[src/rtl/sb_handshake_engine_pkg.sv]
// Shared types for the sideband handshake engine: message field enums,
// engine FSM states and the request-to-response code mapping.
package sb_handshake_engine_pkg;

  localparam int SB_STATE_W = 3;
  localparam int SB_SUB_W   = 4;
  localparam int SB_CODE_W  = 4;

  typedef enum logic [SB_STATE_W-1:0] {
    ST_RESET      = 3'd0,
    ST_SBINIT     = 3'd1,
    ST_MBINIT     = 3'd2,
    ST_MBTRAIN    = 3'd3,
    ST_LINKINIT   = 3'd4,
    ST_ACTIVE     = 3'd5,
    ST_L1         = 3'd6,
    ST_TRAINERROR = 3'd7
  } state_e;

  typedef enum logic [SB_SUB_W-1:0] {
    SUB_PARAM      = 4'd0,
    SUB_CAL        = 4'd1,
    SUB_REPAIRCLK  = 4'd2,
    SUB_REPAIRVAL  = 4'd3,
    SUB_REVERSALMB = 4'd4,
    SUB_REPAIRMB   = 4'd5
  } substate_e;

  // Requests are odd, the paired response is the next code up.
  typedef enum logic [SB_CODE_W-1:0] {
    MSG_NONE       = 4'd0,
    MSG_START_REQ  = 4'd1,
    MSG_START_RESP = 4'd2,
    MSG_DONE_REQ   = 4'd3,
    MSG_DONE_RESP  = 4'd4
  } msg_e;

  typedef enum logic [1:0] {IDLE, ACTIVE, DONE, ERROR} hs_fsm_e;

  function automatic logic [31:0] resp_of(input logic [31:0] req);
    return req + 32'd1;
  endfunction

endpackage

[src/rtl/sb_hs_timer.sv]
// Handshake watchdog: counts enabled cycles from start, saturates at the
// last count and flags expiry while that count is held.
module sb_hs_timer #(
  parameter int CYCLES = 16
) (
  input  logic i_clk,
  input  logic i_rst,
  input  logic i_start,
  input  logic i_clear,
  input  logic i_enable,
  output logic o_expired
);
  localparam int CW = $clog2(CYCLES);
  localparam logic [CW-1:0] LAST = CW'(CYCLES - 1);

  logic [CW-1:0] cnt_q;

  always_ff @(posedge i_clk or posedge i_rst) begin
    if (i_rst)                          cnt_q <= '0;
    else if (i_start || i_clear)        cnt_q <= '0;
    else if (i_enable && cnt_q != LAST) cnt_q <= cnt_q + CW'(1);
  end

  assign o_expired = i_enable && (cnt_q == LAST);

endmodule

[src/rtl/sb_handshake_engine.sv]
// Sideband request/response handshake engine for LTSM substates.
// Define SB_HS_TIMEOUT_EN to enable the timeout watchdog and ERROR state.
module sb_handshake_engine
  import sb_handshake_engine_pkg::*;
#(
  parameter int STATE_W        = 3,
  parameter int SUB_W          = 4,
  parameter int CODE_W         = 4,
  parameter int TIMEOUT_CYCLES = 8000000
) (
  input  logic               i_clk,
  input  logic               i_rst,
  input  logic               i_start,
  input  logic [STATE_W-1:0] i_state,
  input  logic [SUB_W-1:0]   i_substate,
  input  logic [CODE_W-1:0]  i_req_code,
  output logic               o_tx_valid,
  output logic [STATE_W-1:0] o_tx_state,
  output logic [SUB_W-1:0]   o_tx_substate,
  output logic [CODE_W-1:0]  o_tx_code,
  input  logic               i_tx_ready,
  input  logic               i_rx_valid,
  input  logic [STATE_W-1:0] i_rx_state,
  input  logic [SUB_W-1:0]   i_rx_substate,
  input  logic [CODE_W-1:0]  i_rx_code,
  output logic               o_busy,
  output logic               o_done,
  output logic               o_timeout,
  output logic               o_unexpected
);
  if (TIMEOUT_CYCLES < 2) begin : g_bad_timeout
    $error("TIMEOUT_CYCLES must be at least 2");
  end

  hs_fsm_e            fsm_q, fsm_n;
  logic [STATE_W-1:0] lat_state_q, lat_state_n, buf_state_q, buf_state_n, tx_state_n;
  logic [SUB_W-1:0]   lat_sub_q, lat_sub_n, buf_sub_q, buf_sub_n, tx_sub_n;
  logic [CODE_W-1:0]  lat_req_q, lat_req_n, buf_code_q, buf_code_n, tx_code_n, resp_q;
  logic req_sent_q, req_sent_n, resp_rcvd_q, resp_rcvd_n;
  logic resp_pend_q, resp_pend_n, resp_sent_q, resp_sent_n;
  logic buf_vld_q, buf_vld_n, tx_valid_n, timeout_n, unexp_n;
  logic rx_hit, early_hit, expired;

  assign resp_q = CODE_W'(resp_of(32'(lat_req_q)));
  assign rx_hit = i_rx_valid && i_rx_state == lat_state_q && i_rx_substate == lat_sub_q;
  // A partner REQ seen before start, either buffered or arriving with the start itself.
  assign early_hit =
    (buf_vld_q && buf_state_q == i_state && buf_sub_q == i_substate && buf_code_q == i_req_code) ||
    (fsm_q == IDLE && i_rx_valid && i_rx_state == i_state && i_rx_substate == i_substate &&
     i_rx_code == i_req_code);

`ifdef SB_HS_TIMEOUT_EN
  sb_hs_timer #(.CYCLES(TIMEOUT_CYCLES)) u_timer (
    .i_clk     (i_clk),
    .i_rst     (i_rst),
    .i_start   (fsm_q != ACTIVE && fsm_n == ACTIVE),
    .i_clear   (fsm_q != ACTIVE),
    .i_enable  (fsm_q == ACTIVE),
    .o_expired (expired)
  );
`else
  assign expired = 1'b0;
`endif

  always_comb begin
    fsm_n       = fsm_q;
    lat_state_n = lat_state_q;
    lat_sub_n   = lat_sub_q;
    lat_req_n   = lat_req_q;
    req_sent_n  = req_sent_q;
    resp_rcvd_n = resp_rcvd_q;
    resp_pend_n = resp_pend_q;
    resp_sent_n = resp_sent_q;
    buf_vld_n   = buf_vld_q;
    buf_state_n = buf_state_q;
    buf_sub_n   = buf_sub_q;
    buf_code_n  = buf_code_q;
    tx_valid_n  = 1'b0;
    tx_state_n  = o_tx_state;
    tx_sub_n    = o_tx_substate;
    tx_code_n   = o_tx_code;
    timeout_n   = o_timeout;
    unexp_n     = 1'b0;
    case (fsm_q)
      IDLE, ERROR: begin
        if (fsm_q == IDLE && i_rx_valid && i_rx_code[0]) begin
          buf_vld_n   = 1'b1;
          buf_state_n = i_rx_state;
          buf_sub_n   = i_rx_substate;
          buf_code_n  = i_rx_code;
        end
        if (i_start && !i_req_code[0]) begin
          unexp_n = 1'b1;
        end else if (i_start) begin
          fsm_n       = ACTIVE;
          timeout_n   = 1'b0;
          lat_state_n = i_state;
          lat_sub_n   = i_substate;
          lat_req_n   = i_req_code;
          req_sent_n  = 1'b0;
          resp_rcvd_n = 1'b0;
          resp_sent_n = 1'b0;
          resp_pend_n = early_hit;
          buf_vld_n   = 1'b0;
        end
      end
      ACTIVE: begin
        if (o_tx_valid && i_tx_ready) begin
          if (o_tx_code == lat_req_q) req_sent_n = 1'b1;
          else begin
            resp_sent_n = 1'b1;
            resp_pend_n = 1'b0;
          end
        end
        // rx is applied after tx so a partner REQ in the RESP-accept cycle re-arms the RESP.
        if (rx_hit && i_rx_code == lat_req_q)   resp_pend_n = 1'b1;
        else if (rx_hit && i_rx_code == resp_q) resp_rcvd_n = 1'b1;
        else if (i_rx_valid)                    unexp_n     = 1'b1;
        if (req_sent_n && resp_rcvd_n && resp_sent_n && !resp_pend_n) begin
          fsm_n = DONE;
        end else if (expired) begin
          fsm_n     = ERROR;
          timeout_n = 1'b1;
        end
      end
      default: fsm_n = IDLE;
    endcase
    // Never switch away from an offered but unaccepted message; RESP beats REQ.
    if (fsm_n == ACTIVE) begin
      if (fsm_q == ACTIVE && o_tx_valid && !i_tx_ready) begin
        tx_valid_n = 1'b1;
      end else if (resp_pend_n || !req_sent_n) begin
        tx_valid_n = 1'b1;
        tx_state_n = lat_state_n;
        tx_sub_n   = lat_sub_n;
        tx_code_n  = resp_pend_n ? CODE_W'(resp_of(32'(lat_req_n))) : lat_req_n;
      end
    end
  end

  always_ff @(posedge i_clk or posedge i_rst) begin
    if (i_rst) begin
      fsm_q         <= IDLE;
      lat_state_q   <= '0;
      lat_sub_q     <= '0;
      lat_req_q     <= '0;
      req_sent_q    <= 1'b0;
      resp_rcvd_q   <= 1'b0;
      resp_pend_q   <= 1'b0;
      resp_sent_q   <= 1'b0;
      buf_vld_q     <= 1'b0;
      buf_state_q   <= '0;
      buf_sub_q     <= '0;
      buf_code_q    <= '0;
      o_tx_valid    <= 1'b0;
      o_tx_state    <= '0;
      o_tx_substate <= '0;
      o_tx_code     <= '0;
      o_busy        <= 1'b0;
      o_done        <= 1'b0;
      o_timeout     <= 1'b0;
      o_unexpected  <= 1'b0;
    end else begin
      fsm_q         <= fsm_n;
      lat_state_q   <= lat_state_n;
      lat_sub_q     <= lat_sub_n;
      lat_req_q     <= lat_req_n;
      req_sent_q    <= req_sent_n;
      resp_rcvd_q   <= resp_rcvd_n;
      resp_pend_q   <= resp_pend_n;
      resp_sent_q   <= resp_sent_n;
      buf_vld_q     <= buf_vld_n;
      buf_state_q   <= buf_state_n;
      buf_sub_q     <= buf_sub_n;
      buf_code_q    <= buf_code_n;
      o_tx_valid    <= tx_valid_n;
      o_tx_state    <= tx_state_n;
      o_tx_substate <= tx_sub_n;
      o_tx_code     <= tx_code_n;
      o_busy        <= (fsm_n == ACTIVE);
      o_done        <= (fsm_n == DONE);
      o_timeout     <= timeout_n;
      o_unexpected  <= unexp_n;
    end
  end

endmodule
[config.mk]
export PLATFORM = sky130hd
export DESIGN_NAME = sb_handshake_engine
export DESIGN_NICKNAME = d
export VERILOG_FILES = /design/src/rtl/sb_handshake_engine_pkg.sv /design/src/rtl/sb_hs_timer.sv /design/src/rtl/sb_handshake_engine.sv
export SDC_FILE = /design/constraint.sdc
export NUM_CORES = 1
export LEC_CHECK = 0
export ABC_AREA = 1
export BUFFER_PORTS_ARGS = -buffer_cell sky130_fd_sc_hd__buf_2
export CAP_MARGIN = 20
export CORE_MARGIN = 3
export CORE_UTILIZATION = 59
export CTS_BUF_LIST = sky130_fd_sc_hd__clkbuf_4 sky130_fd_sc_hd__clkbuf_8
export DETAILED_ROUTE_END_ITERATION = 6
export PLACE_DENSITY = 0.83
export SETUP_SLACK_MARGIN = 0.4
export SLEW_MARGIN = 30
export SYNTH_ARGS = -nofsm -noshare
export SYNTH_HDL_FRONTEND = slang
export SYNTH_HIERARCHICAL = 1
export SYNTH_SLANG_ARGS = --single-unit
[constraint.sdc]
create_clock -name i_clk -period 2.4 [get_ports i_clk]
set_input_delay 0.24 -clock i_clk [delete_from_list [all_inputs] [get_ports i_clk]]
set_output_delay 0.24 -clock i_clk [all_outputs]
set_load 0.05 [all_outputs]
==> metrics.cfg <==
[routing]
vias = 2710
first_pass_iters = 7
initialDrtViolationCount = 288
vias_per_cell = 5.283
drc_errors = 9
wl_um = 7287
final_antenna_net_count = 0
wl_per_cell_um = 14.20

[timing]
fin_crit_sh = 0.8926
maxSlewViolCount = 0
max_freq_mhz = 466.8
tns_ps = 0
setup_violations = 0
finalHoldViolCount = 0
tightest_slew_ps = 570.0
fin_skew_ps = 3.200
min_period_ps = 2142
rsz0062_at_grt = yes
relSlewSlack = 0.6200

[global_routing]
use_met2 = 0.4173
grt_pass1_wl_um = 11160
grt_start_max_net_pins = 45
grt_usage = 0.2676
antenna_found_initial = 0
grt_busiest_layer = met2
grtUsageMet1 = 0.3859
grt_util_met3 = 0.04459
grt_pass1_vias = 2344
gr-total-overflow = 0

[floorplan]
die_h_um = 74.04
io_pins = 43
dieArea_mm2 = 0.005482
fp.coreArea_mm2 = 0.004414
num_rows = 24
die_width_um = 74.04
start_util = 0.6188

[cells_and_area]
diodes = 0
multi_input_area_mm2 = 0.001431
nNetsFinal = 493
fill_cells = 321
drive_gt1_frac = 0.2430
syn_to_final_growth_pct = 23.64
regArea_mm2 = 0.001104

[critical_path]
criticalPathCategory = reg2reg
end_kind = flop
reg2reg_depth = 13
critPathMaxFanout = 9
worstSetupStartpointType = flop
rr_startpoint = fsm_q[1]$_DFF_PP0_
r2r_slack_ps = 260
worstReg2RegEnd = o_tx_code[2]$_DFFE_PP0P_
critPathRequiredTime_ps = 2600
startpoint = fsm_q[1]$_DFF_PP0_
worstPathArrival_ps = 2340

[synthesis]
syn_area_per_cell_um2 = 6.811
yosysSeqAreaShare = 0.4031
synth_nets = 433
ys_ff_latch = 44
synth_area_leaders = dfrtp_1 40%, nand2_1 23%, inv_1 9.2%, nand3_1 5.5%, o21ai_0 3.7%
yosys.area.top_type = dfrtp_1
yosys_warnings = 6
syn_inst = 401
synthDistinctLibCells = 26
syn-cell-area_mm2 = 0.002731
yosysTopAreaCellShare = 0.4031

[clock_tree]
cts_made_buffers = 5
clkTransAtPathRegs_ps = 80
ctsRootBufferMaster = clkbuf_8
cts_tree = built
cts.sinks = 44
postCtsHoldBufs = 0
htree_levels = 2
cts_buffer_depth = 2
clkLatencyLatePin_ps = 300

[job]
maxCapViolCount = 0

[hold_path]
hp-class = in2async

[run_status]
violations = DRC
outcome = complete, but fails checks

[placed_design]
io_buffers = 41
finalWeightedCongestion = 0.8916
hpwl_um = 4968

[power_and_ir_drop]
leakagePower_uw = 0.001912
finalPower_uw = 3938
p_per_area_mw_per_mm2 = 1166
ir_drop_mv = 0.8209

[layout make-up]
cell class	count	area share
tap	52	0.01927
sequential	44	0.3268
timing repair buffer	60	0.1134
clock buffer	5	0.02038
inverter	70	0.07855
multi-input combinational	280	0.4239
clock inverter	2	0.01778
[synth_stat cells, drive strengths merged]
master  number
conb         1
nand3       31
buf          4
nand4        4
o21ai       22
and2         1
xnor2       11
xor2         1
ha           5
clkbuf       4
dfrtp       44
a22oi        2
inv         70
o21a         1
nor2        20
nand2      171
a21oi        9
[worst max path at each step]
stage / endpoint / slack [ps] / cells after the start
2_1_floorplan: o_tx_code[0]$_DFFE_PP0P_ / 410 / 16
3_3_place_gp: o_tx_code[2]$_DFFE_PP0P_ / 280 / 11
3_5_place_dp: o_tx_code[2]$_DFFE_PP0P_ / 170 / 13
4_1_cts: o_tx_state[2]$_DFFE_PP0P_ / 380 / 17
5_1_grt: o_tx_state[0]$_DFFE_PP0P_ / 130 / 13
6_report: o_tx_code[2]$_DFFE_PP0P_ / 260 / 13
[cell families after synthesis]
family	synth area share
AO/OA/AOI/OAI	0.06917
AND/OR/NAND/NOR	0.3481
buffers and inverters	0.1168
other	0.001373
flip-flops	0.4031
XOR/XNOR	0.03848
adder cells (fa/ha/maj)	0.02290
[stage by stage]
stage	hold slack [ps]	cell area, um^2	utilization	setup WS (ps)	cells
finish	65.59	3377	0.7650	257.7	513
global route	98.89	3377	0.7650	133.6	513
CTS	91.32	3257	0.7378	376.0	507
detailed placement	421.5	2983	0.6757	167.7	491
global placement	404.7	2983	0.6757	280.1	491
floorplan	393.5	2731	-	406.8	401
[critical path: stages, from the launching register on]
cell and delay (ps):
dfrtp_1 390, inv_1 80, ha_2 340, inv_2 60, nand3_4 110, inv_2 80, nor2_2 150, inv_1 110
ha_1 220, xor2_1 160, nand3_1 90, nand2_1 70, nand3_1 90, nand2_1 60
[sequential cells by signal, indices dropped and copies added, names as in the netlist, 2 cells and up]
name	flops
lat_req_q	4
o_tx_code	4
lat_state_q	3
buf_sub_q	4
lat_sub_q	4
o_tx_substate	4
fsm_q	2
buf_code_q	4
o_tx_state	3
buf_state_q	3
[cell usage in the layout, fill, tap and decap left out, drive strengths merged, types with 9 or more instances in the layout]
cell and count:
xnor2 11, nand2 172, inv 69, o21ai 22, buf 60, a21oi 9
nor2 20, dfrtp 44, nand3 31
[layer usage]
metal,vias up,share of wire
met5,-,0
met4,0,0.021
met3,21,0.059
met2,132,0.48
met1,1224,0.44
li1,1333,-
[where the power goes]
part           total, uW  internal [uW]  switching [uW]
Combinational       2020            684            1340
Sequential          1250           1030             220
Clock                671            410             262
[timing repair]
item                       in CTS  in global routing
resized for setup              27                 16
setup endpoints to repair      11                 13
pin swaps                       3                 22
cloned                          3                  0
buffers inserted                6                  6
No activity file was read; power rests on OpenSTA's default activity.
